$ cat src/rtl/mult_pkg.sv
// Shared definitions for the shift-add multiplier and the blocks downstream of it.
package mult_pkg;

  typedef enum logic {
    ACCUM = 1'b0,
    DONE  = 1'b1
  } acc_state_e;

  // Ceiling log2 that is usable in parameter expressions.
  function automatic int unsigned clog2_u(input int unsigned v);
    int unsigned r;
    int unsigned x;
    r = 0;
    x = 1;
    while (x < v) begin
      x = x << 1;
      r = r + 1;
    end
    return r;
  endfunction

  // Width of a sum of len products of two n-bit operands, sized so it cannot wrap.
  function automatic int unsigned acc_width(input int unsigned n, input int unsigned len);
    return (2 * n) + clog2_u(len + 1);
  endfunction

endpackage

$ cat src/rtl/rise_detect.sv
// Registers a level and flags its rising edge; stays disarmed after reset until the level has been seen low.
module rise_detect (
  input  logic clk,
  input  logic rst_n,
  input  logic level,
  output logic level_q,
  output logic pulse_c
);

  logic level_d;
  logic armed_q;
  logic armed_d;

  // A level already high when reset releases must fall before it can count.
  always_comb begin
    level_d = level;
    armed_d = armed_q | ~level;
  end

  always_ff @(posedge clk or negedge rst_n) begin
    if (!rst_n) begin
      level_q <= 1'b0;
      armed_q <= 1'b0;
    end else begin
      level_q <= level_d;
      armed_q <= armed_d;
    end
  end

  assign pulse_c = level & ~level_q & armed_q;

endmodule

$ cat src/rtl/product_accumulator.sv
// Sums LEN consecutive multiplier products and hands the sum out over a valid/ack handshake,
// with a one-entry slot absorbing a product that arrives while a result is still unacknowledged.
module product_accumulator
  import mult_pkg::*;
#(
  parameter  int unsigned N     = 4,
  parameter  int unsigned LEN   = 4,
  localparam int unsigned ACC_W = acc_width(N, LEN)
) (
  input  logic             clk,
  input  logic             rst_n,
  input  logic             clear,
  input  logic             prod_ready,
  input  logic [2*N-1:0]   product,
  output logic [ACC_W-1:0] result,
  output logic             result_valid,
  input  logic             result_ack,
  output logic             busy,
  output logic             overrun
);

  localparam int unsigned PROD_W = 2 * N;
  localparam int unsigned CNT_W  = clog2_u(LEN);
  localparam logic [CNT_W-1:0] CNT_LAST = CNT_W'(LEN - 1);
  localparam logic [CNT_W-1:0] CNT_ONE  = CNT_W'(1);

  acc_state_e        state_q, state_d;
  logic [ACC_W-1:0]  acc_q, acc_d;
  logic [CNT_W-1:0]  cnt_q, cnt_d;
  logic [PROD_W-1:0] pend_data_q, pend_data_d;
  logic              pend_full_q, pend_full_d;
  logic [ACC_W-1:0]  result_q, result_d;
  logic              result_valid_q, result_valid_d;
  logic              overrun_q, overrun_d;
  logic              busy_q, busy_d;

  logic              rise_c;
  logic              unused_ready_d;
  logic              cap_c;
  logic [ACC_W-1:0]  prod_ext_c;
  logic [ACC_W-1:0]  pend_ext_c;
  logic [ACC_W-1:0]  add_val_c;

  rise_detect u_rise (
    .clk     (clk),
    .rst_n   (rst_n),
    .level   (prod_ready),
    .level_q (unused_ready_d),
    .pulse_c (rise_c)
  );

  assign cap_c      = rise_c & ~clear;
  assign prod_ext_c = ACC_W'(product);
  assign pend_ext_c = ACC_W'(pend_data_q);
  // In ACCUM a parked product takes precedence over the live input.
  assign add_val_c  = pend_full_q ? pend_ext_c : prod_ext_c;

  always_comb begin
    state_d        = state_q;
    acc_d          = acc_q;
    cnt_d          = cnt_q;
    pend_data_d    = pend_data_q;
    pend_full_d    = pend_full_q;
    result_d       = result_q;
    result_valid_d = result_valid_q;
    overrun_d      = overrun_q;

    if (clear) begin
      state_d        = ACCUM;
      acc_d          = '0;
      cnt_d          = '0;
      pend_full_d    = 1'b0;
      result_valid_d = 1'b0;
      overrun_d      = 1'b0;
    end else begin
      unique case (state_q)
        ACCUM: begin
          if (cap_c || pend_full_q) begin
            if (pend_full_q) begin
              // Draining the slot; a simultaneous capture simply re-parks.
              pend_full_d = cap_c;
              if (cap_c) begin
                pend_data_d = product;
              end
            end
            if (cnt_q == CNT_LAST) begin
              result_d       = acc_q + add_val_c;
              result_valid_d = 1'b1;
              acc_d          = '0;
              cnt_d          = '0;
              state_d        = DONE;
            end else begin
              acc_d = acc_q + add_val_c;
              cnt_d = cnt_q + CNT_ONE;
            end
          end
        end
        DONE: begin
          if (result_ack) begin
            result_valid_d = 1'b0;
            state_d        = ACCUM;
            if (pend_full_q) begin
              acc_d = pend_ext_c;
              cnt_d = CNT_ONE;
              if (cap_c) begin
                pend_data_d = product;
              end else begin
                pend_full_d = 1'b0;
              end
            end else if (cap_c) begin
              acc_d = prod_ext_c;
              cnt_d = CNT_ONE;
            end
          end else if (cap_c) begin
            if (!pend_full_q) begin
              pend_data_d = product;
              pend_full_d = 1'b1;
            end else begin
              overrun_d = 1'b1;
            end
          end
        end
        default: state_d = ACCUM;
      endcase
    end

    busy_d = (cnt_d != '0) || pend_full_d;
  end

  always_ff @(posedge clk or negedge rst_n) begin
    if (!rst_n) begin
      state_q        <= ACCUM;
      acc_q          <= '0;
      cnt_q          <= '0;
      pend_data_q    <= '0;
      pend_full_q    <= 1'b0;
      result_q       <= '0;
      result_valid_q <= 1'b0;
      overrun_q      <= 1'b0;
      busy_q         <= 1'b0;
    end else begin
      state_q        <= state_d;
      acc_q          <= acc_d;
      cnt_q          <= cnt_d;
      pend_data_q    <= pend_data_d;
      pend_full_q    <= pend_full_d;
      result_q       <= result_d;
      result_valid_q <= result_valid_d;
      overrun_q      <= overrun_d;
      busy_q         <= busy_d;
    end
  end

  assign result       = result_q;
  assign result_valid = result_valid_q;
  assign overrun      = overrun_q;
  assign busy         = busy_q;

endmodule

$ cat config.mk
export PLATFORM = sky130hd
export DESIGN_NAME = product_accumulator
export DESIGN_NICKNAME = d
export VERILOG_FILES = /design/src/rtl/mult_pkg.sv /design/src/rtl/rise_detect.sv /design/src/rtl/product_accumulator.sv
export SDC_FILE = /design/constraint.sdc
export NUM_CORES = 1
export LEC_CHECK = 0
export ABC_AREA = 0
export BUFFER_PORTS_ARGS = -buffer_cell sky130_fd_sc_hd__buf_2
export CAP_MARGIN = 20
export CELL_PAD_IN_SITES_DETAIL_PLACEMENT = 1
export CELL_PAD_IN_SITES_GLOBAL_PLACEMENT = 1
export CORE_MARGIN = 1.5
export CORE_UTILIZATION = 41
export CTS_CLUSTER_SIZE = 25
export DETAILED_ROUTE_END_ITERATION = 8
export GPL_ROUTABILITY_DRIVEN = 1
export HOLD_SLACK_MARGIN = 0.03
export PLACE_DENSITY_LB_ADDON = 0.1
export SLEW_MARGIN = 20
export SYNTH_ARGS = -nofsm -noshare
export SYNTH_HDL_FRONTEND = slang
export SYNTH_SLANG_ARGS = --single-unit
export TNS_END_PERCENT = 30
$ cat constraint.sdc
create_clock -name clk -period 2.45 [get_ports clk]
set_input_delay 0.49 -clock clk [delete_from_list [all_inputs] [get_ports clk]]
set_output_delay 0.49 -clock clk [all_outputs]
set_load 0.02 [all_outputs]
==> flow_metrics.tcl <==
set metrics [dict create \
    status "completed" \
    synth.distinct_cells 49 \
    critPathKind "reg2reg" \
    fin_setup_tns_ps 0 \
    clk_pin_slew_ps 90 \
    root_buffer "clkbuf_8" \
    async_flop_share 1.00 \
    diodes 0 \
    vias 1821 \
    fin_ws_ps 39.6 \
    startpoint_type "flop" \
    syn_nets 234 \
    portBuffers 26 \
    fmax_mhz 415 \
    rrSetupSlack_ps 40 \
    num_rows 26 \
    synth-edff-count 0 \
    cts_sinks 39 \
    sequentialPowerShare 0.414 \
    grt_pass1_vias 1909 \
    worst_skew_pair.late_latency_ps 300 \
    slowest_delay_ps 440 \
    grt_max_degree 40 \
    nets 275 \
    r2r_cells 8 \
    post-route-period-util 0.984 \
    drive_gt1_frac 0.360 \
    r2r_start "pend_full_q$_DFF_PN0_" \
    fin_skew_ps 7.10 \
    grt_antenna_before_repair 0 \
    drv_cap 0 \
    ios 27 \
    dpl.hpwl_um 4150 \
    grt_pass1_wl_um 9520 \
    worstPathRequired_ps 2650 \
    cellLeakagePower_nw 1.30 \
    hold_buffers 0 \
    drv_slew 0 \
    power_switching_mw 0.454 \
    crit_path_top_delay_cell "dfrtp_2" \
    antenna_left 0 \
    seq_area_frac_synth 0.437 \
    hold_ws_ps 306 \
    fin_crit_ps 2410 \
    gp_congestion 0.831 \
    first_pass_iters 4 \
    yosysWarnings 0 \
    final_cell_area_um2 2770 \
    switching_share 0.272 \
    pwr-share-comb 0.191 \
    final_util 0.535 \
    fp.dieW_um 76.8 \
    wire_per_inst_um 17.7 \
    numCtsBuffers 5 \
    coreArea_um2 5170 \
    postPlaceCellArea_um2 2520 \
    tightest_slew_ps 896 \
    ys_seq_elements 39 \
    grt_overflow 0 \
    worstSetupEndpointType "flop" \
    grt_usage 0.206 \
    fin_total_pwr_mw 1.67 \
    rsz0062_at_grt "yes" \
    netlist_area_um2 2230 \
    cts_max_level 2 \
    hold_violations 0 \
    die-area_um2 5900 \
    crit_family "compound AO/OA/AOI/OAI gates" \
    reg2reg_to "acc_q[4]$_DFFE_PN0P_" \
    fill_cells 577 \
    cts_tree "built" \
    critical_path.max_fanout 6 \
    cp.buffers_inverters 1 \
    first_iter_violations 81 \
    clock_tree.buffer_depth 2 \
    power_density_nw_per_um2 603 \
    dp_cells 314 \
    viasPerCell 5.64 \
    max_slew_margin 0.402 \
    wirelength_um 5720 \
    crit_chain "mux2_2 > ha_1 > fa_2 > buf_4 > a21o_1 > a21oi_2 > xnor2_1 > a221o_1" \
    avgSynthCellArea_um2 10.6 \
    fp.dieH_um 76.8 \
    drc 0 \
    p_int_mw 1.22 \
    start_util 0.432 \
    synthFlopType "dfrtp_1" \
    pre_cts_ws_ps -143 \
    min_path_type "in2async" \
    cp.arrival_ps 2610 \
    power_frac_clock 0.395 \
    finalSetupViolCount 0 \
    final_cells 323 \
    vdd_drop_max_v 0.000256 \
    syn_inst 211 \
    areaGrowthSynthToFinish_pct 23.9 \
]
[layout make-up]
class,count,area [um^2],share of cell area
Clock buffer,5,68.8,0.0249
Clock inverter,3,67.6,0.0244
Inverter,5,18.8,0.00678
Multi-Input combinational cell,158,1280,0.464
Sequential cell,39,977,0.353
Tap cell,70,87.6,0.0316
Timing Repair Buffer,43,265,0.0958
[Yosys cell counts (all sizes together) (3+ instances only)]
library cell / count / area [um^2]
a21o: 3 / 22.5
nor3: 6 / 30.0
o21ai: 7 / 35.0
a221o: 8 / 80.1
o211ai: 4 / 35.0
dfrtp: 39 / 976
a21oi: 12 / 60.1
a211oi: 4 / 30.0
ha: 9 / 113
clkbuf: 3 / 21.3
nand2: 24 / 90.1
inv: 5 / 18.8
o31ai: 5 / 37.5
buf: 6 / 35.0
nor2: 16 / 62.6
xnor2: 5 / 43.8
mux2: 21 / 236
o211a: 3 / 37.5
[worst max-delay path by stage]
stage,from,to,depth (start not counted)
after floorplan,pend_full_q$_DFF_PN0_,acc_q[6]$_DFFE_PN0P_,8
after global placement,product[0],acc_q[6]$_DFFE_PN0P_,8
after detailed placement,product[0],acc_q[8]$_DFFE_PN0P_,8
after CTS,pend_full_q$_DFF_PN0_,acc_q[10]$_DFFE_PN0P_,8
after global routing,pend_full_q$_DFF_PN0_,acc_q[6]$_DFFE_PN0P_,7
final,pend_full_q$_DFF_PN0_,acc_q[4]$_DFFE_PN0P_,8
[power groups by stage]
stage / combinational [mW] / clock (mW) / sequential [mW]
4_1_cts: 0.290 / 0.667 / 0.690
5_1_grt: 0.350 / 0.699 / 0.694
3_3_place_gp: 0.265 / 0 / 0.699
3_5_place_dp: 0.276 / 0 / 0.701
2_1_floorplan: 0.173 / 0 / 0.695
6_report: 0.319 / 0.661 / 0.692
[what timing repair did]
action | in CTS | in global routing
cloned | 0 | 0
pin swaps | 2 | 7
endpoints found under the setup margin | 12 | 9
buffers inserted | 0 | 1
resized for setup | 6 | 14
hold endpoints to repair | 0 | 0
[sequential cells by signal, summed over array words and instances, names as in the netlist]
| register | flops |
|---|---|
| result | 11 |
| result_valid | 1 |
| overrun | 1 |
| acc_q | 11 |
| u_rise.level_q | 1 |
| pend_data_q | 8 |
| cnt_q | 2 |
| busy | 1 |
| state_q | 1 |
| pend_full_q | 1 |
| u_rise.armed_q | 1 |
[cells by family after synthesis]
kind of cell | count (synthesis) | share of synthesized area
buffers and inverters | 14 | 0.0336
multiplexers | 21 | 0.106
adder cells (fa/ha/maj) | 10 | 0.0594
XOR/XNOR | 6 | 0.0235
flip-flops | 39 | 0.437
AND/OR/NAND/NOR | 61 | 0.131
AO/OA/AOI/OAI | 60 | 0.210
[cells in the final DEF, fill, tap and decap left out, drive strengths merged, types with 3 or more instances in the layout]
master  instances
ha              9
o211a           3
o31ai           5
a221o           8
a21o            3
buf            43
o21ai           7
nor2           16
nor3            6
a211oi          4
nand2          24
a21oi          12
xnor2           5
inv             5
o211ai          4
mux2           21
clkbuf          5
dfrtp          39
[routing by layer]
| layer | part of all wire | wire length (um) | GRT usage | vias to the layer above |
|---|---|---|---|---|
| met5 | 0 | 0 | 0 | - |
| met4 | 0.012 | 67 | 0.0593 | 0 |
| met3 | 0.034 | 195 | 0.0429 | 6 |
| met2 | 0.50 | 2870 | 0.341 | 28 |
| met1 | 0.45 | 2590 | 0.273 | 924 |
| li1 | - | - | - | 863 |
(Power assumes the default switching activity.)
